File: src/rtl/softex_tcdm_arbiter.sv
// Multi-channel TCDM arbiter: funnels NB_CH initiator ports onto a single target
// port (round-robin or fixed priority) and routes in-order read responses back
// to the requesting channel through a small read-ID FIFO.
module softex_tcdm_arbiter #(
    parameter int unsigned NB_CH           = 4,
    parameter int unsigned DW              = 32,
    parameter int unsigned AW              = 32,
    parameter int unsigned MAX_OUTSTANDING = 4
) (
    input  logic                  clk_i,
    input  logic                  rst_ni,
    input  logic                  clear_i,
    input  logic                  enable_i,
    input  logic                  prio_mode_i,
    input  logic [NB_CH-1:0]      in_req_i,
    output logic [NB_CH-1:0]      in_gnt_o,
    input  logic [NB_CH*AW-1:0]   in_add_i,
    input  logic [NB_CH-1:0]      in_wen_i,
    input  logic [NB_CH*DW/8-1:0] in_be_i,
    input  logic [NB_CH*DW-1:0]   in_data_i,
    output logic [NB_CH-1:0]      in_r_valid_o,
    output logic [NB_CH*DW-1:0]   in_r_data_o,
    output logic                  out_req_o,
    input  logic                  out_gnt_i,
    output logic [AW-1:0]         out_add_o,
    output logic                  out_wen_o,
    output logic [DW/8-1:0]       out_be_o,
    output logic [DW-1:0]         out_data_o,
    input  logic                  out_r_valid_i,
    input  logic [DW-1:0]         out_r_data_i,
    output logic                  busy_o
);

    localparam int unsigned IDX_W = (NB_CH > 1) ? $clog2(NB_CH) : 1;
    localparam int unsigned PTR_W = $clog2(MAX_OUTSTANDING);
    localparam int unsigned CNT_W = PTR_W + 1;
    localparam int unsigned BW    = DW / 8;

    logic [IDX_W-1:0] last_q, last_d;
    logic [IDX_W-1:0] held_idx_q, held_idx_d;
    logic             held_q, held_d;
    logic [PTR_W-1:0] wr_ptr_q, wr_ptr_d;
    logic [PTR_W-1:0] rd_ptr_q, rd_ptr_d;
    logic [CNT_W-1:0] cnt_q, cnt_d;
    logic [IDX_W-1:0] id_fifo_q [MAX_OUTSTANDING];

    logic             fifo_full, fifo_empty;
    logic [NB_CH-1:0] eligible;
    logic             win_valid;
    logic [IDX_W-1:0] win_idx;
    logic             req_int, push, pop;

    assign fifo_full  = (cnt_q == CNT_W'(MAX_OUTSTANDING));
    assign fifo_empty = (cnt_q == '0);
    assign busy_o     = !fifo_empty;

    // A read may only be granted when its ID has a FIFO slot, or one frees up this cycle.
    always_comb begin
        for (int c = 0; c < NB_CH; c++) begin
            eligible[c] = in_req_i[c] & (~in_wen_i[c] | ~fifo_full | out_r_valid_i);
        end
    end

    // Winner selection: a stalled winner is held, else fixed priority or round-robin.
    always_comb begin
        logic             hi_valid, lo_valid;
        logic [IDX_W-1:0] hi_idx, lo_idx;
        // NOTE: every combinational output gets a default first so no path infers a latch.
        win_valid = 1'b0;
        win_idx   = '0;
        hi_valid  = 1'b0;
        lo_valid  = 1'b0;
        hi_idx    = '0;
        lo_idx    = '0;
        // Descending scan leaves the lowest eligible index (overall and above last_q).
        for (int c = NB_CH - 1; c >= 0; c--) begin
            if (eligible[c]) begin
                lo_valid = 1'b1;
                lo_idx   = IDX_W'(c);
                if (c > int'(last_q)) begin
                    hi_valid = 1'b1;
                    hi_idx   = IDX_W'(c);
                end
            end
        end
        if (held_q && eligible[held_idx_q]) begin
            win_valid = 1'b1;
            win_idx   = held_idx_q;
        end else if (prio_mode_i || !hi_valid) begin
            win_valid = lo_valid;
            win_idx   = lo_idx;
        end else begin
            win_valid = 1'b1;
            win_idx   = hi_idx;
        end
    end

    // Target-side request mux and grant/response fan-out.
    always_comb begin
        req_int      = win_valid & enable_i & ~clear_i & rst_ni;
        out_req_o    = req_int;
        in_gnt_o     = '0;
        out_add_o    = '0;
        out_wen_o    = 1'b0;
        out_be_o     = '0;
        out_data_o   = '0;
        if (req_int) begin
            in_gnt_o[win_idx] = out_gnt_i;
            out_add_o  = in_add_i[int'(win_idx)*AW +: AW];
            out_wen_o  = in_wen_i[win_idx];
            out_be_o   = in_be_i[int'(win_idx)*BW +: BW];
            out_data_o = in_data_i[int'(win_idx)*DW +: DW];
        end
        pop          = out_r_valid_i & ~fifo_empty & ~clear_i;
        in_r_valid_o = '0;
        if (pop) begin
            in_r_valid_o[id_fifo_q[rd_ptr_q]] = 1'b1;
        end
        in_r_data_o  = {NB_CH{out_r_data_i}};
    end

    // Next-state for FIFO bookkeeping, round-robin pointer and stall hold.
    always_comb begin
        push       = req_int & out_gnt_i & out_wen_o;
        wr_ptr_d   = wr_ptr_q + PTR_W'(push);
        rd_ptr_d   = rd_ptr_q + PTR_W'(pop);
        cnt_d      = cnt_q + CNT_W'(push) - CNT_W'(pop);
        last_d     = (req_int && out_gnt_i) ? win_idx : last_q;
        held_d     = req_int & ~out_gnt_i;
        held_idx_d = win_idx;
        if (clear_i) begin
            wr_ptr_d = '0;
            rd_ptr_d = '0;
            cnt_d    = '0;
            last_d   = IDX_W'(NB_CH - 1);
            held_d   = 1'b0;
        end
    end

    // Control state register; last_q resets to the top channel so channel 0 wins first.
    always_ff @(posedge clk_i or negedge rst_ni) begin
        if (!rst_ni) begin
            // NOTE: sequential state uses non-blocking assignments so all flops update together.
            wr_ptr_q   <= '0;
            rd_ptr_q   <= '0;
            cnt_q      <= '0;
            last_q     <= IDX_W'(NB_CH - 1);
            held_q     <= 1'b0;
            held_idx_q <= '0;
        end else begin
            wr_ptr_q   <= wr_ptr_d;
            rd_ptr_q   <= rd_ptr_d;
            cnt_q      <= cnt_d;
            last_q     <= last_d;
            held_q     <= held_d;
            held_idx_q <= held_idx_d;
        end
    end

    // Read-ID storage, written at the tail on each read handshake.
    // NOTE: entries are not reset; cnt_q alone decides which ones are valid.
    always_ff @(posedge clk_i) begin
        if (push) begin
            id_fifo_q[wr_ptr_q] <= win_idx;
        end
    end

endmodule

File: config.mk
export PLATFORM = sky130hd
export DESIGN_NAME = softex_tcdm_arbiter
export DESIGN_NICKNAME = d
export VERILOG_FILES = /design/src/rtl/softex_tcdm_arbiter.sv
export SDC_FILE = /design/constraint.sdc
export NUM_CORES = 1
export LEC_CHECK = 0
export CORE_AREA = 2 2 203 205
export DETAILED_ROUTE_END_ITERATION = 12
export DIE_AREA = 0 0 205 207
export PLACE_DENSITY = 0.5
export SLEW_MARGIN = 20
export SYNTH_ARGS = -nofsm -noshare
export SYNTH_HDL_FRONTEND = slang
export SYNTH_SLANG_ARGS = --single-unit
File: constraint.sdc
create_clock -name clk_i -period 5 [get_ports clk_i]
set_input_delay 1.5 -clock clk_i [delete_from_list [all_inputs] [get_ports clk_i]]
set_output_delay 1.5 -clock clk_i [all_outputs]
set_load 0.005 [all_outputs]
==> results.yml <==
die:
  core_mm2: 0.0404
  die_x_um: 205
  pin_count: 526
  fp.dieH_um: 207
  initial_core_util_pct: 10.3
  die_area_mm2: 0.0424
  std_cell_rows: 74
outcome:
  status: "finished with violations"
  violations: "negative setup slack"
setup_path:
  regToRegSetupSlack_ps: 890
  worstPathArrival_ps: 3840
  critPathLaunchType: "primary input"
  path_buf_inv: 7
  end_kind: "output port"
  path_delay_family: "buffers and inverters"
  cpPeakStageDelay_ps: 350
  crit_fanout: 8
  crit_type: "in2out"
  crit_end: "out_data_o[22]"
  required_ps: 3500
  critical-path-slowest-cell: "a211oi_2"
  r2r-start: "cnt_q[1]$_DFF_PN0_"
  timing.rr.end: "cnt_q[2]$_DFF_PN0_"
  path_depth: 14
  crit_chain: "dlygate4sd2_1 > nand2_1 > a211oi_2 > nor3b_2 > a22oi_2 > buf_6 > nand2_8 > buf_4 > buf_12 > buf_12 > buf_6 > mux2i_2 > o22ai_1 > buf_2"
  timing.critical_path.from: "in_req_i[1]"
  rr_worst_depth: 23
global_route:
  grt_max_degree: 28
  track_usage_pct: 10.3
  grt_pass1_wl_um: 32800
  antenna_found_initial: 1
  grt_pass1_vias: 5262
  gr-total-overflow: 0
timing:
  rsz0062_at_grt: "true"
  slew_headroom_pct: 67.4
  fin_crit_sh_pct: 107
  setup_ws_ps: -341
  hold_violations: 0
  drv_slew: 0
  clock_skew_ps: 2.72
  period_needed_ps: 5340
  max_slew.worst_pin.slew_ps: 484
  max_freq_mhz: 187
  finalSetupViolations: 73
  tns_ps: -14720
yosys:
  netlist_top_cells_area: "mux2i_1 33%, buf_4 24%, o22ai_1 11%, dfrtp_1 6.0%, edfxtp_1 5.8%"
  yosysTopAreaCellShare_pct: 32.8
  synth_seq_area_share_pct: 13.1
  synth.most_common_cell: "mux2i_1"
  ys_warn_count: 0
  synthArstFlopShare_pct: 60.0
  netlist_area_mm2: 0.00416
  synthCells: 479
  yosys_register_bits: 20
  avgSynthCellArea_um2: 8.68
  ys.flop_type: "dfrtp_1"
  syn_nets: 803
  synth_enable_flop_cells: 8
  yosys.area.top_type: "mux2i_1"
  synth_cell_types: 46
  ys_top_cells_by_count: "136 x mux2i_1, 133 x buf_4, 70 x o22ai_1"
pwr:
  p_leak_nw: 3.91
  p_seq_share_pct: 12.0
  clkPwrFrac_pct: 9.7
  sw_frac_of_total_pct: 33.3
  power_per_cell_area_mw_per_mm2: 171
  p_sw_uw: 563
  p_comb_share_pct: 78.3
  ir_worst_vdd_v: 0.0000934
  p_int_mw: 1.13
route:
  drt_iter0_markers: 154
  antenna_left: 0
  num_vias: 5063
  m1WireLength_um: 9960
  post_drt_wl_per_cell_um: 18.3
  met2_wirelength_um: 12700
  dr.pass1.iters: 5
  viasPerCell: 3.70
  top_layer_used: "met4"
  dr_wl_met3_um: 1940
  drt_wl_total_um: 25100
  drcViolationCount: 0
layout:
  fin_area_mm2: 0.00988
  nNetsFinal: 1160
  drive_gt1_share_pct: 41.2
  area.growth.synth_to_final_pct: 138
placement:
  place_ws_ps: -1060
  dp_hpwl_um: 16200
  dpl-instance-area_mm2: 0.00776
  place.gp.congestion: 0.878
  io_buffer_count: 365
worst_hold_path:
  holdCritPathClass: "reg2reg"
clock_tree:
  numCtsBuffers: 3
  htree_levels: 1
  clkSinkCount: 20
  cts_tree: "yes"
  cts_root_buf: "clkbuf_16"
  cts.clk_slew.worst_paths_ps: 50
  clk_path_buf_depth: 2
  clock_latency_ps: 250
flow_run:
  max_cap_violations: 0
timing repair:
action,4_1_cts,5_1_grt
gates cloned,14,2
hold buffers,0,0
hold endpoints to repair,0,0
buffers inserted,64,41
setup endpoints to repair,76,75
pin swaps,44,46
gates resized for setup,328,207
worst min-delay path by stage:
stage | start | to | cells past startpoint
after floorplan | last_q[0]$_DFFE_PN1P_ | last_q[0]$_DFFE_PN1P_ | 2
after global placement | last_q[0]$_DFFE_PN1P_ | last_q[0]$_DFFE_PN1P_ | 2
after detailed placement | last_q[0]$_DFFE_PN1P_ | last_q[0]$_DFFE_PN1P_ | 2
after CTS | last_q[0]$_DFFE_PN1P_ | last_q[0]$_DFFE_PN1P_ | 2
after global routing | last_q[0]$_DFFE_PN1P_ | last_q[0]$_DFFE_PN1P_ | 2
final | last_q[0]$_DFFE_PN1P_ | last_q[0]$_DFFE_PN1P_ | 2
worst min-delay path: stages (launching register included):
cell and delay [ps]:
dfstp_2 380, a21oi_1 120, o21bai_1 70
routing by layer:
metal | GRT usage, % | vias up
li1 | - | 2372
met1 | 12.2 | 2319
met2 | 18.6 | 339
met3 | 2.42 | 33
met4 | 2.21 | 0
met5 | 0 | -
cell type report:
cell class	count	area [um2]
Fill cell	4343	30500
Timing Repair Buffer	510	5230
Multi-Input combinational cell	297	3340
Tap cell	532	666
Sequential cell	20	543
Clock buffer	3	75.1
Inverter	4	17.5
Clock inverter	1	3.75
Antenna cell	1	2.50
kinds of logic after synthesis:
| group | after synthesis | synth area share [%] |
|---|---|---|
| compound gates | 95 | 15.6 |
| xor+xnor | 4 | 0.843 |
| fa+ha+maj | 5 | 1.69 |
| buf+inv | 163 | 27.4 |
| flops | 20 | 13.1 |
| mux | 138 | 33.8 |
| simple gates | 54 | 7.59 |
sequential cells by signal, indices dropped and copies added (netlist names):
register,cells
cnt_q,3
last_q,2
held_idx_q,2
wr_ptr_q,2
held_q,1
id_fifo_q,8
rd_ptr_q,2
stage by stage:
stage	hold WS [ps]	util, %	std cells	power [mW]
6_report	574	24.5	1368	1.69
2_1_floorplan	527	-	479	0.651
5_1_grt	615	24.5	1368	1.78
3_5_place_dp	562	19.2	1254	0.997
3_3_place_gp	569	19.2	1254	0.994
4_1_cts	571	22.7	1336	1.57
power by group through the flow:
stage	Combinational, mW	Sequential (mW)	Clock (mW)
floorplan	0.450	0.201	0
global placement	0.789	0.205	0
detailed placement	0.792	0.206	0
CTS	1.19	0.203	0.168
global route	1.40	0.205	0.175
finish	1.33	0.203	0.164
layout by cell type (no fill, tap or decap), drive strengths merged, types with 2 or more instances in the layout:
| cell type | Yosys | routed |
|---|---|---|
| a211oi | 3 | 3 |
| a21bo | 2 | 2 |
| a21boi | 3 | 3 |
| a21oi | 6 | 6 |
| a22oi | 2 | 2 |
| and2 | 2 | 2 |
| and3 | 3 | 3 |
| and3b | 2 | 2 |
| buf | 150 | 207 |
| clkbuf | 9 | 13 |
| clkdlybuf4s50 | 0 | 283 |
| dfrtp | 10 | 10 |
| dfstp | 2 | 2 |
| dlygate4sd2 | 0 | 4 |
| dlymetal6s2s | 0 | 5 |
| edfxtp | 8 | 8 |
| ha | 4 | 4 |
| inv | 4 | 4 |
| mux2i | 136 | 136 |
| mux4 | 2 | 2 |
| nand2 | 9 | 10 |
| nand2b | 5 | 5 |
| nor2 | 10 | 10 |
| nor2b | 3 | 3 |
| nor3 | 6 | 6 |
| nor3b | 4 | 4 |
| nor4 | 5 | 5 |
| o22ai | 70 | 70 |
| or3 | 3 | 3 |
| xnor2 | 3 | 3 |
(Power assumes the default switching activity.)
